### src/rtl/rf_alu_pipe_if.sv
// rf_alu_pipe_if: controller-side bundle for the register file / ALU datapath.
// The master drives decode controls; the slave returns operands, results and status.
interface rf_alu_pipe_if #(
    parameter int DATA_W = 16,
    parameter int ADDR_W = 3,
    parameter int IMM_W  = 5
);
    logic [ADDR_W-1:0]   WAddr;
    logic [ADDR_W-1:0]   RmAddr;
    logic [ADDR_W-1:0]   RnAddr;
    logic [ADDR_W-1:0]   RdAddr;
    logic [IMM_W-1:0]    Imm;
    logic [DATA_W/2-1:0] ImmL;
    logic [DATA_W-1:0]   WBData;
    logic                WBRF;
    logic [1:0]          WBresource;
    logic                RBresource;
    logic                OprandB;
    logic                LI;
    logic                Buff_IDEXE;
    logic                Exec;
    logic [2:0]          ALUop;
    logic                ShRight;
    logic                Flag;
    logic [DATA_W-1:0]   RmData;
    logic [DATA_W-1:0]   RdData;
    logic [DATA_W-1:0]   ResultR;
    logic [DATA_W-1:0]   LI_q;
    logic [3:0]          PSW;
    logic                Busy;
    logic                Done;

    modport master (
        output WAddr, RmAddr, RnAddr, RdAddr, Imm, ImmL, WBData, WBRF,
        output WBresource, RBresource, OprandB, LI, Buff_IDEXE, Exec,
        output ALUop, ShRight, Flag,
        input  RmData, RdData, ResultR, LI_q, PSW, Busy, Done
    );

    modport slave (
        input  WAddr, RmAddr, RnAddr, RdAddr, Imm, ImmL, WBData, WBRF,
        input  WBresource, RBresource, OprandB, LI, Buff_IDEXE, Exec,
        input  ALUop, ShRight, Flag,
        output RmData, RdData, ResultR, LI_q, PSW, Busy, Done
    );
endinterface

### src/rtl/rf_alu_pipe.sv
// rf_alu_pipe: register file, ID/EXE buffer, load-immediate builder, ALU and shifter.
// Define RF_BYPASS_EN for a write-first register file.
module rf_alu_pipe #(
    parameter int DATA_W   = 16,
    parameter int NUM_REGS = 8,
    parameter int ADDR_W   = 3,
    parameter int IMM_W    = 5
) (
    input logic          clk,
    input logic          Reset,
    rf_alu_pipe_if.slave bus
);
    localparam int HALF_W = DATA_W / 2;
    localparam int SH_W   = $clog2(DATA_W);

    typedef enum logic {IDLE, SHIFT} state_t;

    logic [DATA_W-1:0] rf_q [NUM_REGS];
    logic [DATA_W-1:0] rf_d [NUM_REGS];
    logic [DATA_W-1:0] a_q, a_d, b_q, b_d, li_q, li_d;
    logic [DATA_W-1:0] res_q, res_d, sh_q, sh_d;
    logic [3:0]        psw_q, psw_d;
    logic [SH_W-1:0]   cnt_q, cnt_d;
    logic              sh_c_q, sh_c_d, dir_q, dir_d;
    logic              flag_q, flag_d, done_q, done_d;
    state_t            state_q, state_d;

    logic              wr_en;
    logic [DATA_W-1:0] wb_val, rm_data, rd_data;
    logic [ADDR_W-1:0] rb_addr;
    logic [DATA_W-1:0] b_op, alu_res;
    logic [DATA_W:0]   sum;
    logic              cin, alu_c, alu_v;
    logic [SH_W-1:0]   sh_n;

    assign wr_en   = bus.WBRF && (bus.WBresource != 2'b11);
    assign rb_addr = bus.RBresource ? bus.RdAddr : bus.RnAddr;
    assign sh_n    = b_q[SH_W-1:0];

    always_comb begin
        case (bus.WBresource)
            2'b01:   wb_val = res_q;
            2'b10:   wb_val = li_q;
            default: wb_val = bus.WBData;
        endcase
    end

`ifdef RF_BYPASS_EN
    always_comb begin
        rm_data = rf_q[bus.RmAddr];
        rd_data = rf_q[rb_addr];
        if (wr_en && (bus.RmAddr == bus.WAddr)) rm_data = wb_val;
        if (wr_en && (rb_addr == bus.WAddr))    rd_data = wb_val;
    end
`else
    assign rm_data = rf_q[bus.RmAddr];
    assign rd_data = rf_q[rb_addr];
`endif

    always_comb begin
        rf_d = rf_q;
        if (wr_en) rf_d[bus.WAddr] = wb_val;
    end

    // Subtraction is A + ~B + cin, so C=1 means no borrow.
    always_comb begin
        b_op = (bus.ALUop[1] && !bus.ALUop[2]) ? ~b_q : b_q;
        case (bus.ALUop)
            3'b000:  cin = 1'b0;
            3'b010:  cin = 1'b1;
            default: cin = psw_q[3];
        endcase
        sum = {1'b0, a_q} + {1'b0, b_op} + {{DATA_W{1'b0}}, cin};
        alu_res = sum[DATA_W-1:0];
        alu_c   = sum[DATA_W];
        alu_v   = (a_q[DATA_W-1] == b_op[DATA_W-1]) &&
                  (sum[DATA_W-1] != a_q[DATA_W-1]);
        case (bus.ALUop)
            3'b100:  begin alu_res = a_q & b_q; alu_c = psw_q[3]; alu_v = 1'b0; end
            3'b101:  begin alu_res = a_q | b_q; alu_c = psw_q[3]; alu_v = 1'b0; end
            3'b110:  begin alu_res = a_q ^ b_q; alu_c = psw_q[3]; alu_v = 1'b0; end
            3'b111:  begin alu_res = a_q;       alu_c = psw_q[3]; alu_v = 1'b0; end
            default: ;
        endcase
    end

    always_comb begin
        a_d     = a_q;
        b_d     = b_q;
        li_d    = li_q;
        res_d   = res_q;
        psw_d   = psw_q;
        sh_d    = sh_q;
        sh_c_d  = sh_c_q;
        cnt_d   = cnt_q;
        dir_d   = dir_q;
        flag_d  = flag_q;
        done_d  = 1'b0;
        state_d = state_q;
        case (state_q)
            IDLE: begin
                if (bus.Buff_IDEXE) begin
                    a_d  = rm_data;
                    b_d  = bus.OprandB ? {{(DATA_W-IMM_W){1'b0}}, bus.Imm} : rd_data;
                    li_d = bus.LI ? {{(DATA_W-HALF_W){1'b0}}, bus.ImmL}
                                  : {bus.ImmL, rd_data[HALF_W-1:0]};
                end
                if (bus.Exec) begin
                    if (bus.ALUop != 3'b111 || sh_n == '0) begin
                        res_d  = alu_res;
                        done_d = 1'b1;
                        if (bus.Flag)
                            psw_d = {alu_c, alu_res == '0, alu_res[DATA_W-1], alu_v};
                    end else begin
                        state_d = SHIFT;
                        sh_d    = a_q;
                        sh_c_d  = psw_q[3];
                        cnt_d   = sh_n;
                        dir_d   = bus.ShRight;
                        flag_d  = bus.Flag;
                    end
                end
            end
            SHIFT: begin
                sh_d   = dir_q ? (sh_q >> 1) : (sh_q << 1);
                sh_c_d = dir_q ? sh_q[0] : sh_q[DATA_W-1];
                cnt_d  = cnt_q - 1'b1;
                if (cnt_q == SH_W'(1)) begin
                    state_d = IDLE;
                    res_d   = sh_d;
                    done_d  = 1'b1;
                    if (flag_q)
                        psw_d = {sh_c_d, sh_d == '0, sh_d[DATA_W-1], 1'b0};
                end
            end
            default: state_d = IDLE;
        endcase
    end

    always_ff @(posedge clk) begin
        if (Reset) begin
            for (int i = 0; i < NUM_REGS; i++) rf_q[i] <= '0;
            a_q     <= '0;
            b_q     <= '0;
            li_q    <= '0;
            res_q   <= '0;
            psw_q   <= '0;
            sh_q    <= '0;
            sh_c_q  <= 1'b0;
            cnt_q   <= '0;
            dir_q   <= 1'b0;
            flag_q  <= 1'b0;
            done_q  <= 1'b0;
            state_q <= IDLE;
        end else begin
            rf_q    <= rf_d;
            a_q     <= a_d;
            b_q     <= b_d;
            li_q    <= li_d;
            res_q   <= res_d;
            psw_q   <= psw_d;
            sh_q    <= sh_d;
            sh_c_q  <= sh_c_d;
            cnt_q   <= cnt_d;
            dir_q   <= dir_d;
            flag_q  <= flag_d;
            done_q  <= done_d;
            state_q <= state_d;
        end
    end

    assign bus.RmData  = rm_data;
    assign bus.RdData  = rd_data;
    assign bus.ResultR = res_q;
    assign bus.LI_q    = li_q;
    assign bus.PSW     = psw_q;
    assign bus.Busy    = (state_q == SHIFT);
    assign bus.Done    = done_q;
endmodule

### src/flat_wrapper.sv
// flat-port wrapper written by rule: the top's interface ports become plain ports
module rf_alu_pipe_flat 
#(
    parameter int DATA_W   = 16,
    parameter int NUM_REGS = 8,
    parameter int ADDR_W   = 3,
    parameter int IMM_W    = 5
)
  (clk, Reset, bus_WAddr, bus_RmAddr, bus_RnAddr, bus_RdAddr, bus_Imm, bus_ImmL, bus_WBData, bus_WBRF, bus_WBresource, bus_RBresource, bus_OprandB, bus_LI, bus_Buff_IDEXE, bus_Exec, bus_ALUop, bus_ShRight, bus_Flag, bus_RmData, bus_RdData, bus_ResultR, bus_LI_q, bus_PSW, bus_Busy, bus_Done);
  rf_alu_pipe_if #(.DATA_W(DATA_W), .ADDR_W(ADDR_W), .IMM_W(IMM_W)) bus_i ();
  input logic clk;
  input logic Reset;
  input wire logic [$bits(bus_i.WAddr)-1:0] bus_WAddr;
  input wire logic [$bits(bus_i.RmAddr)-1:0] bus_RmAddr;
  input wire logic [$bits(bus_i.RnAddr)-1:0] bus_RnAddr;
  input wire logic [$bits(bus_i.RdAddr)-1:0] bus_RdAddr;
  input wire logic [$bits(bus_i.Imm)-1:0] bus_Imm;
  input wire logic [$bits(bus_i.ImmL)-1:0] bus_ImmL;
  input wire logic [$bits(bus_i.WBData)-1:0] bus_WBData;
  input wire logic [$bits(bus_i.WBRF)-1:0] bus_WBRF;
  input wire logic [$bits(bus_i.WBresource)-1:0] bus_WBresource;
  input wire logic [$bits(bus_i.RBresource)-1:0] bus_RBresource;
  input wire logic [$bits(bus_i.OprandB)-1:0] bus_OprandB;
  input wire logic [$bits(bus_i.LI)-1:0] bus_LI;
  input wire logic [$bits(bus_i.Buff_IDEXE)-1:0] bus_Buff_IDEXE;
  input wire logic [$bits(bus_i.Exec)-1:0] bus_Exec;
  input wire logic [$bits(bus_i.ALUop)-1:0] bus_ALUop;
  input wire logic [$bits(bus_i.ShRight)-1:0] bus_ShRight;
  input wire logic [$bits(bus_i.Flag)-1:0] bus_Flag;
  output wire logic [$bits(bus_i.RmData)-1:0] bus_RmData;
  output wire logic [$bits(bus_i.RdData)-1:0] bus_RdData;
  output wire logic [$bits(bus_i.ResultR)-1:0] bus_ResultR;
  output wire logic [$bits(bus_i.LI_q)-1:0] bus_LI_q;
  output wire logic [$bits(bus_i.PSW)-1:0] bus_PSW;
  output wire logic [$bits(bus_i.Busy)-1:0] bus_Busy;
  output wire logic [$bits(bus_i.Done)-1:0] bus_Done;
  assign bus_i.WAddr = bus_WAddr;
  assign bus_i.RmAddr = bus_RmAddr;
  assign bus_i.RnAddr = bus_RnAddr;
  assign bus_i.RdAddr = bus_RdAddr;
  assign bus_i.Imm = bus_Imm;
  assign bus_i.ImmL = bus_ImmL;
  assign bus_i.WBData = bus_WBData;
  assign bus_i.WBRF = bus_WBRF;
  assign bus_i.WBresource = bus_WBresource;
  assign bus_i.RBresource = bus_RBresource;
  assign bus_i.OprandB = bus_OprandB;
  assign bus_i.LI = bus_LI;
  assign bus_i.Buff_IDEXE = bus_Buff_IDEXE;
  assign bus_i.Exec = bus_Exec;
  assign bus_i.ALUop = bus_ALUop;
  assign bus_i.ShRight = bus_ShRight;
  assign bus_i.Flag = bus_Flag;
  assign bus_RmData = bus_i.RmData;
  assign bus_RdData = bus_i.RdData;
  assign bus_ResultR = bus_i.ResultR;
  assign bus_LI_q = bus_i.LI_q;
  assign bus_PSW = bus_i.PSW;
  assign bus_Busy = bus_i.Busy;
  assign bus_Done = bus_i.Done;
  rf_alu_pipe #(.DATA_W(DATA_W), .NUM_REGS(NUM_REGS), .ADDR_W(ADDR_W), .IMM_W(IMM_W)) u_core (.clk(clk), .Reset(Reset), .bus(bus_i));
endmodule
### config.mk
export PLATFORM = sky130hd
export DESIGN_NAME = rf_alu_pipe_flat
export DESIGN_NICKNAME = d
export VERILOG_FILES = /design/src/rtl/rf_alu_pipe_if.sv /design/src/rtl/rf_alu_pipe.sv /design/src/flat_wrapper.sv
export SDC_FILE = /design/constraint.sdc
export NUM_CORES = 1
export LEC_CHECK = 0
export BUFFER_PORTS_ARGS = -buffer_cell sky130_fd_sc_hd__buf_2
export CAP_MARGIN = 20
export CORE_MARGIN = 5
export CORE_UTILIZATION = 50
export DETAILED_ROUTE_END_ITERATION = 10
export PLACE_DENSITY = 0.81
export SKIP_CTS_REPAIR_TIMING = 1
export SLEW_MARGIN = 20
export SYNTH_ARGS = -nofsm -noshare
export SYNTH_HDL_FRONTEND = slang
export SYNTH_SLANG_ARGS = --single-unit
### constraint.sdc
create_clock -name clk -period 4.52 [get_ports clk]
set_input_delay 0.226 -clock clk [delete_from_list [all_inputs] [get_ports clk]]
set_output_delay 0.226 -clock clk [all_outputs]
set_load 0.02 [all_outputs]
== After elaboration in Yosys (flattened, before gate mapping) ==
Index checks and enable logic that the tools add are counted.
Storage, ports and cells
  register bits after elaboration: 220
  bits of input ports: 56
  output and inout bits: 70
  word-level logic and storage cells: 116
Operators by class
  add/sub/neg operators: 3
  $lt $le $gt $ge: 4
  equal/unequal tests: 19
  muxes and demuxes: 44
  bitwise logic cells: 9
  reductions and logical operators: 17
Operators by type and width (count)
  $mux W16: 14
  $bwmux W128: 1
  $bmux W16 S3: 2
  $pmux W16 S2: 3
  $pmux W16 S4: 1
  $demux W16 S3: 1
  $logic_not A16 Y1: 2
  $mux W4: 7
  $add A16 B16 Y17: 1
  $add A17 B1 Y17: 1
  $and A16 B16 Y16: 1
  $not A16 Y16: 1
  $or A16 B16 Y16: 1
  $pmux W4 S2: 2
  $xor A16 B16 Y16: 1
  $eq A3 B3 Y1 const B: 4
  $ge A4 B4 Y1 const B: 3
  $ne A2 B2 Y1 const B: 6
  $not A3 Y4: 3
  $mux W1: 9
  $pmux W1 S2: 3
  $reduce_and A3 Y1: 2
  $reduce_and A6 Y1: 1
  $reduce_and A5 Y1: 1
  other kinds (19): 25

== Logic depth before layout (Yosys ltp) ==
  depth in word-level cells: 12
  depth in mapped cells: 16

== Least setup slack after synthesis ==
OpenSTA, ideal clock, no wires.
  kind: input-to-reg
  start: input bus_ALUop[2]
  end: register u_core.psw_q[2], in the netlist u_core.bus.PSW[2]
  library setup time: 59 ps
  arrival: 4047 ps
  required time: 4461 ps
  setup slack: 414 ps
  stages on the path: 16
  cell sequence: buf_2 -> inv_1 -> clkbuf_1 -> nand2_1 -> clkbuf_1 -> xnor2_1 -> fa_1 -> fa_1 -> nor2b_1 -> o311ai_0 -> a41oi_1 -> o311ai_0 -> or4_1 -> nor4_1 -> and4_1 -> a31o_1
On the way
  cells in the longest elaborated chain, start to end: 11
  elaborated cells on any way between the ends: 22
RTL lines
  start, declared: line flat_wrapper.sv:27  | input wire logic [$bits(bus_i.ALUop)-1:0] bus_ALUop;
  $logic_not A1 Y1: line rf_alu_pipe.sv:67  | b_op = (bus.ALUop[1] && !bus.ALUop[2]) ? ~b_q : b_q;
  $logic_and A1 B1 Y1: line rf_alu_pipe.sv:67
  $mux W16: line rf_alu_pipe.sv:67
  $add A16 B16 Y17: line rf_alu_pipe.sv:73  | sum = {1'b0, a_q} + {1'b0, b_op} + {{DATA_W{1'b0}}, cin};
  $add A17 B1 Y17: line rf_alu_pipe.sv:73
  $pmux W16 S4: line rf_alu_pipe.sv:78  | case (bus.ALUop)
  $logic_not A16 Y1: line rf_alu_pipe.sv:113  | psw_d = {alu_c, alu_res == '0, alu_res[DATA_W-1], alu_v};
  $mux W4: line rf_alu_pipe.sv:112  | if (bus.Flag)
  $mux W4: line rf_alu_pipe.sv:109  | if (bus.ALUop != 3'b111 || sh_n == '0) begin
  $mux W4: line rf_alu_pipe.sv:108  | if (bus.Exec) begin
  $pmux W4 S2: line rf_alu_pipe.sv:100  | case (state_q)
  end signal, assigned: line rf_alu_pipe.sv:161  | psw_q <= psw_d;
  end, declared: line rf_alu_pipe.sv:22  | logic [3:0] psw_q, psw_d;
Parallel ways exist; a longest one is shown, timed or not. The select of a mux whose other input is x is not followed.
A chain may end at the register's enable or synchronous reset.

== Worst setup path after layout ==
  start: register u_core.b_q[0]
  end: register u_core.psw_q[2], in the netlist u_core.bus.PSW[2]
On the way
  cells in the longest elaborated chain, start to end: 10
  elaborated cells on any way between the ends: 17
RTL lines
  start, declared: line rf_alu_pipe.sv:20  | logic [DATA_W-1:0] a_q, a_d, b_q, b_d, li_q, li_d;
  start signal, assigned: line rf_alu_pipe.sv:144  | b_q <= '0;
  start signal, assigned: line rf_alu_pipe.sv:158  | b_q <= b_d;
  $not A16 Y16: line rf_alu_pipe.sv:67
  $mux W16: line rf_alu_pipe.sv:67
  $add A16 B16 Y17: line rf_alu_pipe.sv:73
  $add A17 B1 Y17: line rf_alu_pipe.sv:73
  $pmux W16 S4: line rf_alu_pipe.sv:78
  $logic_not A16 Y1: line rf_alu_pipe.sv:113
  $mux W4: line rf_alu_pipe.sv:112
  $mux W4: line rf_alu_pipe.sv:109
  $mux W4: line rf_alu_pipe.sv:108
  $pmux W4 S2: line rf_alu_pipe.sv:100
Parallel ways exist; a longest one is shown, timed or not. The select of a mux whose other input is x is not followed.

==> key figures <==
Finish
  – Area Overhead vs Synth: 13.4%
  – Fill cell count: 2210
  – Post-Layout Cell Count: 1869
  – Ant. Diodes: 0
  – Total Nets Final: 1631
  – Multi-input gate area: 7840 um^2
  – Share of cells above drive strength 1: 0.198
  – Seq. cell area: 4400 um^2

Timing
  – Min Tclk post-route: 3580 ps
  – TNS Setup: 0 ps
  – Final Cycle Share: 0.791
  – Final setup viols: 0
  – Hold Slack: -13.5 ps
  – Fmax: 0.280 GHz
  – Max Slew Vio Count: 0
  – RSZ-0062 raised after global routing: false
  – Worst slew pin tran: 1090 ps
  – Fin. Hold Viols: 1
  – Skew final: 41.7 ps
  – Rel. slew slack: 0.272

Routing
  – Initial DRC count: 1167
  – Routed length per instance: 21.1 um
  – Final ANT Viol Nets: 0
  – Drt drc: 0
  – DRT Pass-1 Iters: 6
  – Post-Route WL: 39500 um
  – Vias: 11600
  – DR vias/cell: 6.21

Yosys
  – Unique masters post-synth: 64
  – Post-synthesis sequential area ratio: 0.342
  – Top_reg_cell synth: dfxtp_1
  – Avg Cell Area, Syn: 8.86 um^2
  – Async S/R FF share, synth: 0
  – Syn nets: 1561
  – Mapped Cells: 1451
  – Yosys reg bits: 220
  – Synth warnings: 0
  – Number of flops mapped to enable cells by yosys: 0
  – Synthesized area: 12900 um^2

Clocking
  – Clk buf depth: 3
  – CTS tree: done
  – H-tree Lvls: 1
  – Clock transition at path regs: 60 ps
  – Num CTS Buffers: 24
  – Worst skew pair latency: 560 ps
  – Clk root buf: clkbuf_16
  – CTS sink count: 220

Power and ir drop
  – Maximum vdd drop: 269 uV
  – Seq pwr share: 0.429
  – Clk pwr share: 0.431
  – Switching share of power: 0.280
  – Lkg Pwr: 5.85 nW
  – Cell Int Power: 3.44 mW
  – PD cells: 327 nW/um^2
  – Switch Pwr: 1.34 mW
  – Power share of the combinational group: 0.141

Die
  – IO Count: 126
  – Die Y: 170 um
  – Cell Rows: 58
  – Die area: 29000 um^2
  – Initial Utilization: 0.509
  – Chip Width: 170 um
  – Core area: 25300 um^2

Outcome
  – Failing checks: negative hold slack
  – Status: finished, violations left

Placement
  – Cell count after placement: 1820
  – HPWL after DPL: 27400 um
  – GPL Wtd Cong: 0.973
  – Number of port buffers: 125

GRT
  – Initial antenna violation count: 0
  – Largest net degree at the start of global routing: 134
  – GRT Overall Usage: 0.262
  – Global route overflow: 0
  – Vias in the first global route: 11300
  – Global-route wire length before repair: 61300 um

Critical path
  – CP max FO: 6
  – CP Class: reg -> reg
  – Flop-to-flop setup slack: 940 ps
  – Startpoint types: flop
  – CP required: 5000 ps
  – Crit path arrival time: 4060 ps
  – Crit. End Element: flop

Worst hold path
  – Worst Hold Class: in -> reg

Flow run
  – Max_cap viols: 0
power by group through the flow:
stage / clock network (mW) / registers, mW / logic (mW)
after floorplan: 0 / 2.09 / 0.445
after global placement: 0 / 2.09 / 0.642
after detailed placement: 0 / 2.09 / 0.657
after CTS: 2.07 / 2.04 / 0.661
after global routing: 2.15 / 2.05 / 0.726
final: 2.06 / 2.05 / 0.672
worst max-delay path: stages, from the launching register on:
cell and delay, ps:
dfxtp_1 410, inv_1 100, xnor2_1 140, fa_1 420, fa_1 420, nor2b_1 250
o311ai_0 200, a41oi_1 260, o311ai_0 190, or4_1 570, nor4_1 190, and4_1 240
a31o_1 130
kinds of logic after synthesis:
group | after synthesis | share of synthesized area
AOI/OAI and AO/OA | 299 | 0.144
xor gates and xnor gates | 19 | 0.0129
adders and majority gates | 54 | 0.0537
buffers and inverters | 172 | 0.0518
DFF | 220 | 0.342
muxes | 195 | 0.230
and+or+nand+nor | 492 | 0.166
cells in the final DEF, fill, tap and decap left out, drive strengths merged, types with 17 or more instances in the layout:
master  instances
o21ai          49
dfxtp         220
ha             52
nor2          141
inv            65
nor3b          17
mux2           27
buf           147
nand2         252
mux2i          91
a22oi          28
mux4           77
a21oi         128
clkbuf         33
a211oi         39
xnor2          18
layer usage:
layer | global-route usage | routed length [um] | vias up
met1 | 0.332 | 15400 | 5616
met4 | 0.123 | 2030 | 0
met3 | 0.0328 | 2770 | 140
met2 | 0.446 | 19300 | 550
li1 | - | - | 5301
met5 | 0 | 0 | -
area by class of cell:
| type | count | share of cell area |
|---|---|---|
| multi-input combinational | 1059 | 0.538 |
| clock inverter | 11 | 0.00978 |
| tap | 330 | 0.0283 |
| inverter | 64 | 0.0165 |
| timing repair buffer | 152 | 0.0581 |
| clock buffer | 33 | 0.0476 |
| sequential | 220 | 0.302 |
path summary, 6_finish.rpt:
kind,from,endpoint,cells past startpoint
hold reg to reg,u_core.rf_q[13]$_SDFFE_PP0P_,u_core.rf_q[13]$_SDFFE_PP0P_,2
hold / removal,bus_ImmL[3],u_core.bus.LI_q[11]$_SDFFE_PP0P_,3
setup reg to reg,u_core.b_q[0]$_SDFFE_PP0P_,u_core.bus.PSW[2]$_SDFFE_PP0P_,12
setup / recovery,u_core.b_q[0]$_SDFFE_PP0P_,u_core.bus.PSW[2]$_SDFFE_PP0P_,12
synthesized netlist by cell type, types with 8 or more instances:
cell	number	share of area
nor2b_1	8	0.0039
ha_1	52	0.051
o211ai_1	12	0.0070
buf_1	8	0.0023
nor3_1	12	0.0047
clkbuf_1	84	0.025
nand2_1	252	0.074
buf_2	16	0.0062
a21oi_1	128	0.050
mux2_2	27	0.024
mux2i_1	91	0.071
nand3_1	11	0.0043
nor2_1	141	0.041
inv_1	64	0.019
mux4_2	76	0.13
o21ai_1	17	0.0066
nor3b_1	17	0.0099
xnor2_1	18	0.012
nand3b_1	13	0.0076
dfxtp_1	220	0.34
o21ai_0	32	0.012
a22oi_1	28	0.016
a211oi_1	39	0.023
flip-flops by register name (all words and copies together) (netlist names):
name and flops:
u_core.bus.ResultR 16, u_core.rf_q 128, u_core.sh_q 16, u_core.flag_q 1, u_core.a_q 16, u_core.dir_q 1, u_core.bus.PSW 4, u_core.bus.Busy 1
u_core.b_q 16, u_core.cnt_q 4, u_core.bus.LI_q 16, u_core.bus.Done 1
through the flow:
| step | total power [mW] | area (um^2) | util | setup WS [ps] | hold slack [ps] |
|---|---|---|---|---|---|
| after floorplan | 2.53 | 12900 | - | 414 | 362 |
| after global placement | 2.73 | 13700 | 0.542 | 840 | 452 |
| after global routing | 4.93 | 14600 | 0.577 | 775 | 1.93 |
| after detailed placement | 2.74 | 13700 | 0.542 | 721 | 459 |
| final | 4.77 | 14600 | 0.577 | 944 | -13.5 |
| after CTS | 4.78 | 14500 | 0.575 | 976 | -63.3 |
Note: power is estimated with default switching activity, not from simulation.
